### src/rtl/mem_pkg.sv
// Shared definitions for the memory-access controller: data/address width,
// LC-3 device-register addresses and the controller FSM state encoding.
package mem_pkg;

  localparam int          WIDTH     = 16;

  localparam logic [15:0] DEV_BASE  = 16'hFE00;
  localparam logic [15:0] KBSR_ADDR = 16'hFE00;
  localparam logic [15:0] KBDR_ADDR = 16'hFE02;
  localparam logic [15:0] DSR_ADDR  = 16'hFE04;
  localparam logic [15:0] DDR_ADDR  = 16'hFE06;
  localparam logic [15:0] MCR_ADDR  = 16'hFFFE;

  typedef enum logic [1:0] {
    IDLE     = 2'd0,
    RAM_WAIT = 2'd1,
    RESP     = 2'd2
  } state_t;

endpackage

### src/rtl/mem_dev_regs.sv
// LC-3 device registers (KBSR/KBDR/DSR/DDR/MCR) with keyboard and display
// handshakes.
// Ports:
//   clk, rst            clock, asynchronous active-high reset
//   acc, we, addr,      single-cycle device access strobe from the controller
//   wdata               (store when we=1), address and store data
//   rdata               combinational read of the addressed register (pre-edge value)
//   kbd_valid/kbd_data  keyboard character strobe
//   disp_valid/data     character pending for the display
//   disp_ready          display accepts the pending character
//   mcr_run             MCR[15]
module mem_dev_regs
  import mem_pkg::*;
#(
  parameter int WIDTH = mem_pkg::WIDTH
) (
  input  logic             clk,
  input  logic             rst,
  input  logic             acc,
  input  logic             we,
  input  logic [WIDTH-1:0] addr,
  input  logic [WIDTH-1:0] wdata,
  output logic [WIDTH-1:0] rdata,
  input  logic             kbd_valid,
  input  logic [7:0]       kbd_data,
  output logic             disp_valid,
  output logic [7:0]       disp_data,
  input  logic             disp_ready,
  output logic             mcr_run
);

  logic             kbsr_rdy;
  logic [7:0]       kbdr;
  logic [WIDTH-1:0] mcr;

  logic ld_kbdr;
  logic st_ddr;
  logic st_mcr;

  // DSR[15] (display idle) is exactly the complement of a pending character.
  assign ld_kbdr = acc && !we && (addr == WIDTH'(KBDR_ADDR));
  assign st_ddr  = acc &&  we && (addr == WIDTH'(DDR_ADDR)) && !disp_valid;
  assign st_mcr  = acc &&  we && (addr == WIDTH'(MCR_ADDR));
  assign mcr_run = mcr[WIDTH-1];

  always_ff @(posedge clk or posedge rst) begin
    if (rst) begin
      kbsr_rdy   <= 1'b0;
      kbdr       <= 8'h00;
      disp_valid <= 1'b0;
      disp_data  <= 8'h00;
      mcr        <= WIDTH'(16'h8000);
    end else begin
      // A new keystroke wins over the clear caused by reading KBDR.
      if (kbd_valid) begin
        kbdr     <= kbd_data;
        kbsr_rdy <= 1'b1;
      end else if (ld_kbdr) begin
        kbsr_rdy <= 1'b0;
      end

      if (st_ddr) begin
        disp_data  <= wdata[7:0];
        disp_valid <= 1'b1;
      end else if (disp_valid && disp_ready) begin
        disp_valid <= 1'b0;
      end

      if (st_mcr) mcr <= wdata;
    end
  end

  always_comb begin
    rdata = '0;
    if (addr == WIDTH'(KBSR_ADDR))      rdata = {kbsr_rdy, {(WIDTH-1){1'b0}}};
    else if (addr == WIDTH'(KBDR_ADDR)) rdata = {{(WIDTH-8){1'b0}}, kbdr};
    else if (addr == WIDTH'(DSR_ADDR))  rdata = {!disp_valid, {(WIDTH-1){1'b0}}};
    else if (addr == WIDTH'(MCR_ADDR))  rdata = mcr;
  end

endmodule

### src/rtl/mem_ctrl.sv
// Memory-access controller between the CPU MAR/MDR and the external RAM.
// One load/store at a time: device-page addresses are serviced locally by
// mem_dev_regs, everything else goes to the RAM with a bounded wait on ram_r.
// Ports:
//   clk, rst                      clock, asynchronous active-high reset
//   req_valid/ready/we/addr/wdata CPU request handshake
//   resp_valid/rdata/err          one-cycle response pulse
//   ram_en/wen/addr/din, ram_dout/ram_r   external RAM interface
//   kbd_*, disp_*, mcr_run        device-register side channels
module mem_ctrl #(
  parameter int                WIDTH    = mem_pkg::WIDTH,
  parameter int                TIMEOUT  = 64,
  parameter logic [WIDTH-1:0]  DEV_BASE = WIDTH'(mem_pkg::DEV_BASE)
) (
  input  logic             clk,
  input  logic             rst,
  input  logic             req_valid,
  output logic             req_ready,
  input  logic             req_we,
  input  logic [WIDTH-1:0] req_addr,
  input  logic [WIDTH-1:0] req_wdata,
  output logic             resp_valid,
  output logic [WIDTH-1:0] resp_rdata,
  output logic             resp_err,
  output logic             ram_en,
  output logic             ram_wen,
  output logic [WIDTH-1:0] ram_addr,
  output logic [WIDTH-1:0] ram_din,
  input  logic [WIDTH-1:0] ram_dout,
  input  logic             ram_r,
  input  logic             kbd_valid,
  input  logic [7:0]       kbd_data,
  output logic             disp_valid,
  output logic [7:0]       disp_data,
  input  logic             disp_ready,
  output logic             mcr_run
);
  import mem_pkg::*;

  localparam int CNT_W = $clog2(TIMEOUT);

  state_t           state;
  logic [CNT_W-1:0] cnt;
  logic             lat_we;
  logic             is_dev;
  logic             dev_acc;
  logic [WIDTH-1:0] dev_rdata;

  assign is_dev  = (req_addr >= DEV_BASE);
  assign dev_acc = (state == IDLE) && req_valid && is_dev;

  mem_dev_regs #(.WIDTH(WIDTH)) u_dev (
    .clk        (clk),
    .rst        (rst),
    .acc        (dev_acc),
    .we         (req_we),
    .addr       (req_addr),
    .wdata      (req_wdata),
    .rdata      (dev_rdata),
    .kbd_valid  (kbd_valid),
    .kbd_data   (kbd_data),
    .disp_valid (disp_valid),
    .disp_data  (disp_data),
    .disp_ready (disp_ready),
    .mcr_run    (mcr_run)
  );

  always_ff @(posedge clk or posedge rst) begin
    if (rst) begin
      state      <= IDLE;
      cnt        <= '0;
      lat_we     <= 1'b0;
      req_ready  <= 1'b1;
      resp_valid <= 1'b0;
      resp_rdata <= '0;
      resp_err   <= 1'b0;
      ram_en     <= 1'b0;
      ram_wen    <= 1'b0;
      ram_addr   <= '0;
      ram_din    <= '0;
    end else begin
      case (state)
        IDLE: begin
          if (req_valid) begin
            req_ready <= 1'b0;
            lat_we    <= req_we;
            if (is_dev) begin
              // Device access completes on this edge; response next cycle.
              resp_valid <= 1'b1;
              resp_err   <= 1'b0;
              resp_rdata <= req_we ? '0 : dev_rdata;
              state      <= RESP;
            end else begin
              ram_en   <= 1'b1;
              ram_wen  <= req_we;
              ram_addr <= req_addr;
              ram_din  <= req_wdata;
              cnt      <= '0;
              state    <= RAM_WAIT;
            end
          end
        end
        RAM_WAIT: begin
          if (ram_r) begin
            ram_en     <= 1'b0;
            ram_wen    <= 1'b0;
            resp_valid <= 1'b1;
            resp_err   <= 1'b0;
            resp_rdata <= lat_we ? '0 : ram_dout;
            state      <= RESP;
          end else if (cnt == CNT_W'(TIMEOUT - 1)) begin
            ram_en     <= 1'b0;
            ram_wen    <= 1'b0;
            resp_valid <= 1'b1;
            resp_err   <= 1'b1;
            resp_rdata <= '0;
            state      <= RESP;
          end else begin
            cnt <= cnt + 1'b1;
          end
        end
        RESP: begin
          resp_valid <= 1'b0;
          resp_err   <= 1'b0;
          req_ready  <= 1'b1;
          state      <= IDLE;
        end
        default: state <= IDLE;
      endcase
    end
  end

endmodule

### config.mk
export PLATFORM = sky130hd
export DESIGN_NAME = mem_ctrl
export DESIGN_NICKNAME = d
export VERILOG_FILES = /design/src/rtl/mem_pkg.sv /design/src/rtl/mem_dev_regs.sv /design/src/rtl/mem_ctrl.sv
export SDC_FILE = /design/constraint.sdc
export NUM_CORES = 1
export LEC_CHECK = 0
export BUFFER_PORTS_ARGS = -buffer_cell sky130_fd_sc_hd__clkbuf_2
export CORE_AREA = 8 8 96 98
export DETAILED_ROUTE_END_ITERATION = 10
export DIE_AREA = 0 0 104 106
export GPL_TIMING_DRIVEN = 0
export PLACE_DENSITY = 0.83
export SYNTH_ARGS = -nofsm -noshare
export SYNTH_HDL_FRONTEND = slang
export SYNTH_SLANG_ARGS = --single-unit
### constraint.sdc
create_clock -name clk -period 7.55 [get_ports clk]
set_clock_uncertainty 0.2 [all_clocks]
set_input_delay 0.755 -clock clk [delete_from_list [all_inputs] [get_ports clk]]
set_output_delay 0.755 -clock clk [all_outputs]
set_load 0.02 [all_outputs]
==> impl.org <==
** Synthesis
- Syn. warnings :: 0
- In this run, synthesis inferred 0 flip-flops with an integrated enable.
- Most common cell in the synthesized netlist :: sky130_fd_sc_hd__nand2_1
- Sequential area share after synthesis :: 58.6%
- Top cells by area in the synthesized netlist :: sky130_fd_sc_hd__dfrtp_1 57%, sky130_fd_sc_hd__nand2_1 9.6%, sky130_fd_sc_hd__mux2_2 9.1%, sky130_fd_sc_hd__a21oi_1 2.4%, sky130_fd_sc_hd__nor2_1 2.2%
- Cell accounting for the most synthesized area :: sky130_fd_sc_hd__dfrtp_1
- Ranked by instance count, the synthesized netlist is headed by 105 x sky130_fd_sc_hd__nand2_1, 94 x sky130_fd_sc_hd__dfrtp_1, 33 x sky130_fd_sc_hd__mux2_2.
- The synthesized design contains 96 register bits.
- Cell variety after synth :: 41
- The mapped netlist covers 4100 um^2.
- Counting flops with an async set or reset pin after synthesis yields a share of 100%.
- The top cell type by area accounts for 57.4% of the synthesized area.
- Synthesis handed over a netlist of 380 instances.
- Most used flip-flop cell after synthesis :: sky130_fd_sc_hd__dfrtp_1
- Synthesized area divided by synthesized cell count :: 10.8 um^2
- Net Count, Synth :: 444

** Worst setup path
- STA puts the critical path data required time at 7.60 ns.
- Crit path cell chain :: clkbuf_2 -> nor4_1 -> nand4_1 -> nor4_4 -> mux2_2
- The largest individual stage delay along the critical path comes from the cell sky130_fd_sc_hd__nor4_4.
- STA classifies the critical path startpoint as an input port.
- Crit-path max cell delay :: 0.59 ns
- In this run the critical register-to-register path is launched from state[1].
- Crit Reg-Reg Endpoint :: u_dev.disp_data[6]
- Highest net fanout along the worst path :: 9
- The worst setup path is of the input port to flip-flop kind.
- Measured in cells, the most critical reg-to-reg path has a length of 5.
- Arrival time at the worst endpoint :: 2.52 ns
- Critical path capture point type :: flip-flop
- Register-to-register path setup slack :: 5.15 ns

** Min path
- Hold Crit Class :: input port to async pin

** Routing
- In the final routed layout, each cell accounts on average for 18.0 um.
- Final wirelength :: 11,200 um
- For this block, the initial DRC count from the detailed router was 196.
- Total via count in the routed design :: 3,435
- In this run the remaining antenna-violating nets after routing total 0.
- In the routed design, unresolved DRC markers number 0.
- Vias per cell :: 5.50
- Before antenna repair, the detailed router went through 4 iterations.

** Final layout
- The layout has 635 filler cells.
- The final layout contains 579 nets.
- Area occupied by multi-input gates :: 1600 um^2
- Layout Area Growth over Synthesis :: 24.9%
- Fin area :: 5120 um^2
- Register area :: 2400 um^2
- Fraction of layout instances using a drive strength above 1 :: 37.3%
- ANT cells :: 0

** Flow run
- Reported max-cap violation count :: 0

** Global routing
- Global routing finished with a remaining overflow of 0.
- Highest-utilization routing layer at the global route stage :: met2
- Global routing used 23.7% of the available met1 tracks.
- Via count of the first global-routing pass :: 3,713
- GRT met2 Usage :: 34.1%
- For this run, the total global-route usage over all layers was measured as 20.6%.
- The number of antenna violations at the first check in global routing came to 0.
- Global routing consumed, on the met3 layer, 7.92% of the routing resources.
- Wire length of the first global-routing pass :: 18,400 um
- Pin count of the biggest net entering global routing :: 57

** Run status
- The flow ran to the end, and the final reports show no timing, DRC or antenna violations.

** Pwr
- The worst-case IR drop observed on VDD is 0.000250 V.
- Of the total power, combinational logic draws 34.0%.
- Of the total power, the clock network draws 23.2%.
- Sw Ratio :: 38.1%
- Dividing total power by cell area gives a power density of 339 nW/um^2.
- Internal power :: 1070 uW
- In this run, flip-flops and latches consume 42.8% of the power.
- For this design the static power due to leakage is 0.00266 uW.
- Net Switching :: 660 uW

** STA
- Min Tclk post-route :: 2.47 ns
- For the final routed database, the setup TNS stands at 0 ns.
- Setup repair after global routing left no endpoint under its margin.
- Tightest slew margin relative to the limit :: 51.3%
- Maximum operating frequency :: 0.406 GHz
- Post-route clock period utilization :: 32.7%
- The number of hold violations in the final report is 0.
- Hold timing on the final database bottoms out at a slack of 0.219 ns.
- Final setup violation count :: 0
- Worst slew pin tran :: 0.725 ns
- Final max-slew violation count :: 0

** Place
- The placed instances occupy a cell area of 4880 um^2.
- Count of input and output buffers :: 123
- Routability-driven placement finished with a final weighted congestion of 0.841.
- Half-perimeter wire length of the detailed placement result :: 8470 um

** Clock network
- Maximum count of clock buffers along a single path :: 2
- Clock-pin slew was measured on the worst setup and hold paths at 0.09 ns.
- CTS tree :: built
- The number of clock buffers added by TritonCTS is 9.
- Clock H-tree levels :: 3
- The clock net in this run drives a total of 96 sinks.
- Latest clock arrival within the worst-skew pair :: 0.36 ns
- Buffers inserted by post-CTS timing repair :: 0
- Resized Gates After CTS :: 0
- After clock tree synthesis, the flow added hold-fix buffers numbering 0.
- The root buffer cell chosen for the clock tree is sky130_fd_sc_hd__clkbuf_8.

** Die
- Die X :: 104 um
- The die is 106 um tall.
- 126 I/O pins were placed.
- Starting utilization of the core area :: 52.3%
- The region available for standard cell placement spans 7850 um^2.
- The die covers 11,000 um^2.
- Std cell rows :: 33
layout by cell type (no fill, tap or decap), types with 2 or more instances in the layout:
master,n
sky130_fd_sc_hd__clkinv_4,2
sky130_fd_sc_hd__mux2i_1,3
sky130_fd_sc_hd__nor4_4,2
sky130_fd_sc_hd__clkbuf_8,9
sky130_fd_sc_hd__dfstp_2,2
sky130_fd_sc_hd__inv_1,4
sky130_fd_sc_hd__nand3b_1,2
sky130_fd_sc_hd__bufinv_16,3
sky130_fd_sc_hd__dfrtp_1,94
sky130_fd_sc_hd__nor2_1,24
sky130_fd_sc_hd__a21o_1,4
sky130_fd_sc_hd__nand4_1,5
sky130_fd_sc_hd__nand2_1,105
sky130_fd_sc_hd__o21ai_2,2
sky130_fd_sc_hd__a22oi_1,7
sky130_fd_sc_hd__a222oi_1,8
sky130_fd_sc_hd__nor3b_2,2
sky130_fd_sc_hd__o22a_1,3
sky130_fd_sc_hd__and4_1,2
sky130_fd_sc_hd__clkbuf_1,10
sky130_fd_sc_hd__clkbuf_2,123
sky130_fd_sc_hd__and3_1,3
sky130_fd_sc_hd__nor3_1,3
sky130_fd_sc_hd__a21oi_1,20
sky130_fd_sc_hd__or3_1,2
sky130_fd_sc_hd__mux2_2,33
sky130_fd_sc_hd__nand2b_1,4
sky130_fd_sc_hd__nand3_1,7
sky130_fd_sc_hd__o21ai_0,5
sky130_fd_sc_hd__buf_2,9
metrics by stage:
| stage | worst slack [ns] | total power [uW] | util (%) | std cells |
|---|---|---|---|---|
| finish | 5.08 | 1740 | 65.3 | 625 |
| global route | 4.93 | 1830 | 65.3 | 625 |
| CTS | 5.09 | 1750 | 65.3 | 625 |
| detailed placement | 4.74 | 1350 | 62.2 | 609 |
| global placement | 3.13 | 1320 | 61.8 | 608 |
| floorplan | 4.09 | 1110 | - | 380 |
power groups by stage:
stage                     Combinational (uW)  Sequential [uW]  Clock (uW)
after global routing                     644              761         428
after floorplan                          208              901           0
after detailed placement                 597              751           0
final                                    590              743         402
after global placement                   579              742           0
after CTS                                598              742         409
sequential cells by signal, indices dropped and copies added (netlist names):
register	count
u_dev.mcr	16
ram_en	1
u_dev.kbdr	8
req_ready	1
u_dev.disp_data	8
resp_rdata	16
state	2
ram_addr	16
resp_valid	1
ram_din	16
ram_wen	1
cnt	6
resp_err	1
u_dev.disp_valid	1
u_dev.kbsr_rdy	1
lat_we	1
how the worst max path moves through the flow:
stage,from,end,cells after the start
after global placement,rst,ram_din[10],2
after CTS,req_addr[5],u_dev.disp_data[6],5
after floorplan,rst,cnt[0],1
after global routing,req_addr[5],u_dev.disp_data[6],5
after detailed placement,req_addr[10],u_dev.mcr[2],6
final,req_addr[5],u_dev.disp_data[6],5
worst max-delay path, delay by kind of cell:
kind / cells / cell delay (ns)
buffers and inverters: 1 / 0.10
AND/OR/NAND/NOR: 3 / 1.22
multiplexers: 1 / 0.42
cell type report:
type	instances	share of cell area, %
multi-input cells	261	31.2
flip-flops and latches	96	46.9
inverters	5	0.415
clock buffers	10	2.49
repair buffers	124	12.6
plain buffers	18	1.54
clock inverters	6	2.27
well taps	105	2.56
metal layers:
layer	routed length [um]	share of wire, %
met5	0	0
met1	4450	40
met3	999	8.9
met2	5590	50
met4	182	1.6
cells by family (layout without fill, tap and decap cells):
logic type / count (synthesis) / after routing / synth area share (%)
fa+ha+maj: 1 / 1 / 0.305
buf+inv: 23 / 163 / 2.38
flops: 96 / 96 / 58.6
mux: 36 / 36 / 9.79
simple gates: 168 / 168 / 19.2
compound gates: 56 / 56 / 9.67
Note: power is estimated with default switching activity, not from simulation.
